## config.mk

```make
export PLATFORM = sky130hd
export DESIGN_NAME = sclk_meter
export DESIGN_NICKNAME = d
export VERILOG_FILES = /design/src/rtl/sclk_meter_pkg.sv /design/src/rtl/sclk_meter_sync_edge_det.sv /design/src/rtl/sclk_meter.sv
export SDC_FILE = /design/constraint.sdc
export NUM_CORES = 1
export LEC_CHECK = 0
export CORE_ASPECT_RATIO = 0.6
export CORE_MARGIN = 10
export CORE_UTILIZATION = 55
export DETAILED_ROUTE_END_ITERATION = 10
export GPL_ROUTABILITY_DRIVEN = 0
export PLACE_DENSITY = 0.77
export SLEW_MARGIN = 20
export SYNTH_ARGS = -nofsm -noshare
export SYNTH_HDL_FRONTEND = slang
export SYNTH_SLANG_ARGS = --single-unit
```

## constraint.sdc

```tcl
create_clock -name i_sysclk -period 3.9 [get_ports i_sysclk]
set_clock_uncertainty 0.1 [all_clocks]
set_input_delay 0.78 -clock i_sysclk [delete_from_list [all_inputs] [get_ports i_sysclk]]
set_output_delay 0.78 -clock i_sysclk [all_outputs]
set_load 0.01 [all_outputs]
```

## src/rtl/sclk_meter_pkg.sv

```systemverilog
// Shared constants for the prescaler interface: counter widths and the
// sclk_meter FSM state encoding.
package sclk_meter_pkg;

  localparam int SCLK_WIDTH       = 16;
  localparam int PRESCALE_WIDTH   = 16;
  localparam int PRESCALE_MIN_DIV = 2;

  localparam logic [1:0] ST_IDLE    = 2'd0;
  localparam logic [1:0] ST_ARM     = 2'd1;
  localparam logic [1:0] ST_MEASURE = 2'd2;

endpackage

```

## src/rtl/sclk_meter_sync_edge_det.sv

```systemverilog
// Two-flop synchronizer plus history flop for an asynchronous input, with
// enable-gated rise/fall detection (combinational and registered strobes).
module sync_edge_det (
  input  logic clk,
  input  logic rst,
  input  logic en,
  input  logic d,
  output logic rise_comb,
  output logic fall_comb,
  output logic rise,
  output logic fall
);

  logic s1, s2, s3;

  assign rise_comb = en & s2 & ~s3;
  assign fall_comb = en & ~s2 & s3;

  // The registered strobes line up with the cycle in which the caller acts
  // on the combinational versions, so both views agree on "the edge cycle".
  always_ff @(posedge clk or posedge rst) begin
    if (rst) begin
      s1   <= 1'b0;
      s2   <= 1'b0;
      s3   <= 1'b0;
      rise <= 1'b0;
      fall <= 1'b0;
    end else begin
      s1   <= d;
      s2   <= s1;
      s3   <= s2;
      rise <= rise_comb;
      fall <= fall_comb;
    end
  end

endmodule

```

## src/rtl/sclk_meter.sv

```systemverilog
// Measures period and high time of a slow foreign clock in sysclk cycles,
// with rise/fall strobes and a sticky no-edge timeout.
module sclk_meter
  import sclk_meter_pkg::*;
#(
  parameter int          WIDTH   = SCLK_WIDTH,
  parameter int unsigned TIMEOUT = 16'hFFFF
) (
  input  logic             i_sysclk,
  input  logic             i_sysrst,
  input  logic             i_mod_en,
  input  logic             i_sclk,
  output logic             o_sclk_rise,
  output logic             o_sclk_fall,
  output logic [WIDTH-1:0] o_period,
  output logic [WIDTH-1:0] o_high,
  output logic             o_valid,
  output logic             o_timeout
);

  localparam logic [WIDTH-1:0] CNT_MAX     = '1;
  localparam logic [WIDTH-1:0] TIMEOUT_CNT = WIDTH'(TIMEOUT);
  localparam logic [WIDTH-1:0] CNT_ONE     = WIDTH'(1);

  logic             rise;
  logic             fall;
  logic [1:0]       state;
  logic [WIDTH-1:0] per_cnt;
  logic             fall_seen;

  sync_edge_det u_sync (
    .clk       (i_sysclk),
    .rst       (i_sysrst),
    .en        (i_mod_en),
    .d         (i_sclk),
    .rise_comb (rise),
    .fall_comb (fall),
    .rise      (o_sclk_rise),
    .fall      (o_sclk_fall)
  );

  // The FSM reacts to the combinational edges so per_cnt reads 1 in the same
  // cycle the registered rise strobe is visible.
  always_ff @(posedge i_sysclk or posedge i_sysrst) begin
    if (i_sysrst) begin
      state     <= ST_IDLE;
      per_cnt   <= '0;
      fall_seen <= 1'b0;
      o_period  <= '0;
      o_high    <= '0;
      o_valid   <= 1'b0;
      o_timeout <= 1'b0;
    end else begin
      o_valid <= 1'b0;
      if (!i_mod_en) begin
        state     <= ST_IDLE;
        per_cnt   <= '0;
        fall_seen <= 1'b0;
      end else begin
        case (state)
          ST_IDLE: begin
            per_cnt   <= '0;
            fall_seen <= 1'b0;
            state     <= ST_ARM;
          end
          ST_ARM: begin
            if (rise) begin
              per_cnt   <= CNT_ONE;
              fall_seen <= 1'b0;
              state     <= ST_MEASURE;
            end
          end
          ST_MEASURE: begin
            if (rise) begin
              // A rise without a fall in between is a restart, never a result.
              if (fall_seen) begin
                o_period  <= per_cnt;
                o_valid   <= 1'b1;
                o_timeout <= 1'b0;
              end
              per_cnt   <= CNT_ONE;
              fall_seen <= 1'b0;
            end else if (per_cnt == TIMEOUT_CNT) begin
              o_timeout <= 1'b1;
              per_cnt   <= '0;
              fall_seen <= 1'b0;
              state     <= ST_ARM;
            end else begin
              if (per_cnt != CNT_MAX) begin
                per_cnt <= per_cnt + CNT_ONE;
              end
              if (fall) begin
                o_high    <= per_cnt;
                fall_seen <= 1'b1;
              end
            end
          end
          default: state <= ST_IDLE;
        endcase
      end
    end
  end

endmodule

```

==> results.cfg <==
[critical_path]
worstPathRequired_ns = 4.02
end_kind = register
crit_arrival_ns = 2.77
reg2reg_from = per_cnt[0]
slowest_delay_ns = 0.94
crit_chain = ha_1 > nand4_1 > or4_1 > a32oi_1 > mux2i_1
crit_family = simple AND/OR/NAND/NOR gates
worstPathBufferInverterCount = 0
critPathKind = reg2reg
setup.worst_path.start = per_cnt[0]
crit_slowest_cell = or4_1
start_kind = register
worst-path-max-fanout = 26

[clock_network]
h-tree-depth = 3
postCtsSetupRepairBufs = 0
cts.sinks = 58
cts_hold_buf = 0
path_clk_slew_ns = 0.07
cts_tree = built
postCtsResizedCells = 0
cts_buffers = 9
clk_latency_ns = 0.34
clockRootBuffer = clkbuf_8
clk_path_buf_depth = 2

[synth]
syn-num-nets = 246
ys_ff_latch = 58
synth-async-reset-ratio_pct = 100
synth_ff_type = dfrtp_1
seq_area_frac_synth_pct = 52.3
avgSynthCellArea_sq_um = 11.7
synth_cell_type_count = 51
yosysWarningCount = 0
synth_cells = 237
netlist_area_sq_mm = 0.00278
synth_edf_count = 0

[place]
placed_area_sq_mm = 0.00319
dp_hpwl_um = 4710
pre_cts_ws_ns = 1.03
port_buffers = 39

[grt]
grt_usage_pct = 16.8
grt_max_degree = 33
grt_pass1_vias = 2140
grt_pass1_wl_um = 11200
antenna_found_initial = 0
overflow = 0

[sta]
fin_ws_ns = 1.24
tightest_slew_ns = 0.840
rsz0062_at_grt = no
slew_headroom_pct = 44.0
min_period_ns = 2.66
setup_viol = 0
fin_hold_ws_ns = 0.259
drv_slew = 0
setup_tns_ns = 0
final.period_utilization_pct = 68.1
clock.fmax_mhz = 377
hold_viol = 0

[routing]
routed_wl_um = 6700
vias = 2154
ant_nets = 0
wl_per_cell_um = 19.4
firstDrtPassIters = 5
drc_errors = 0
drt-initial-drc-count = 170
via_per_inst = 6.23

[floorplan]
dieHeight_um = 75.0
core_area_sq_mm = 0.00473
die_x_um = 112
num_rows = 19
floorplan.initialDensity_pct = 58.7
io_pins = 40
dieArea_sq_mm = 0.00838

[cells_and_area]
synthToLayoutAreaGrowth_pct = 23.9
final_common_cell = dfrtp_1
fin_util_pct = 72.7
diodes = 0
final_cell_mix = dfrtp_1 (58), clkdlybuf4s50_1 (39), mux2_2 (31)
num-nets-final = 287
postLayoutCellArea_sq_mm = 0.00344
drive_above_1_share_pct = 21.6

[pwr]
vdd_ir_drop_max_mv = 0.284
powerDensity_mw_per_mm2 = 475
p_leak_nw = 1.48

[worst_hold_path]
hold_class = reg2reg
min_from = u_sync.s1

[run]
cap_violations = 0

[status]
status = completed
[layer usage]
layer / track usage [%] / routed length, um / vias up
met4: 6.38 / 85 / 0
met2: 23.1 / 2760 / 129
met1: 21.9 / 3020 / 1031
met3: 8.65 / 834 / 14
met5: 0 / 0 / -
li1: - / - / 980
[registers in the layout, summed over array words and instances (netlist names)]
register / flops
u_sync.s1: 1
state: 2
o_valid: 1
fall_seen: 1
o_high: 16
u_sync.s3: 1
o_timeout: 1
per_cnt: 16
u_sync.rise: 1
u_sync.s2: 1
o_period: 16
u_sync.fall: 1
[path summary, 6_finish.rpt]
kind	to	slack (ns)	cells past startpoint
max	per_cnt[4]	1.24	5
max reg2reg	per_cnt[4]	1.24	5
min in group asynchronous	o_high[11]	0.74	2
max in group asynchronous	per_cnt[11]	2.17	3
min	u_sync.s2	0.26	0
min reg2reg	u_sync.s2	0.26	0
[synthesized netlist by cell type (2+ instances only)]
cell type,count,area [sq um]
nand4_1,8,50.1
a32oi_1,6,52.6
nand3_1,16,80.1
mux2_2,31,349
a41oi_1,2,17.5
o21ai_0,7,35.0
clkbuf_1,3,11.3
and2_1,2,12.5
and4_1,3,26.3
buf_6,2,22.5
a22oi_1,2,15.0
buf_2,5,25.0
nor4_1,3,18.8
clkbuf_2,2,10.0
inv_1,10,37.5
ha_1,5,62.6
or4_1,3,22.5
nand2_1,10,37.5
o22a_1,2,17.5
nand4b_1,4,35.0
nor2b_1,2,12.5
o211ai_1,6,45.0
a21oi_1,5,25.0
dfrtp_1,58,1450
mux2i_1,3,30.0
nor2_1,8,30.0
nand4_2,2,25.0
a31oi_1,4,25.0
[through the flow]
stage                     total power [mW]  cells
after floorplan                      0.856    237
after global placement               0.935    330
after detailed placement             0.943    330
after CTS                             1.64    346
after global routing                  1.70    346
final                                 1.63    346
[layout make-up]
cell class	count	area, sq um
clock buffer	10	138
clock inverter	6	114
fill	329	1290
inverter	10	37.5
multi-input combinational	153	1180
sequential	58	1450
tap	63	78.8
timing repair buffer	46	443
[report_power, final]
part           switching [mW]  internal (mW)  leakage [nW]  total [mW]
registers              0.0248          0.626         0.798       0.651
logic                   0.185          0.111         0.567       0.296
clock network           0.244          0.442         0.119       0.687
[worst register-to-register path, cell delays in order (launching register included)]
cell and delay, ns:
dfrtp_1 0.49, ha_1 0.30, nand4_1 0.22, or4_1 0.94, a32oi_1 0.38, mux2i_1 0.11
[kinds of logic (layout without fill, tap and decap cells)]
group,after synthesis,count (layout),synth area share [%]
and+or+nand+nor,72,72,15.4
DFF,58,58,52.3
AOI/OAI and AO/OA,42,42,11.2
muxes,34,34,13.7
buffers and inverters,26,72,5.27
adders and majority gates,5,5,2.25
Power figures use the tool's default switching activity.
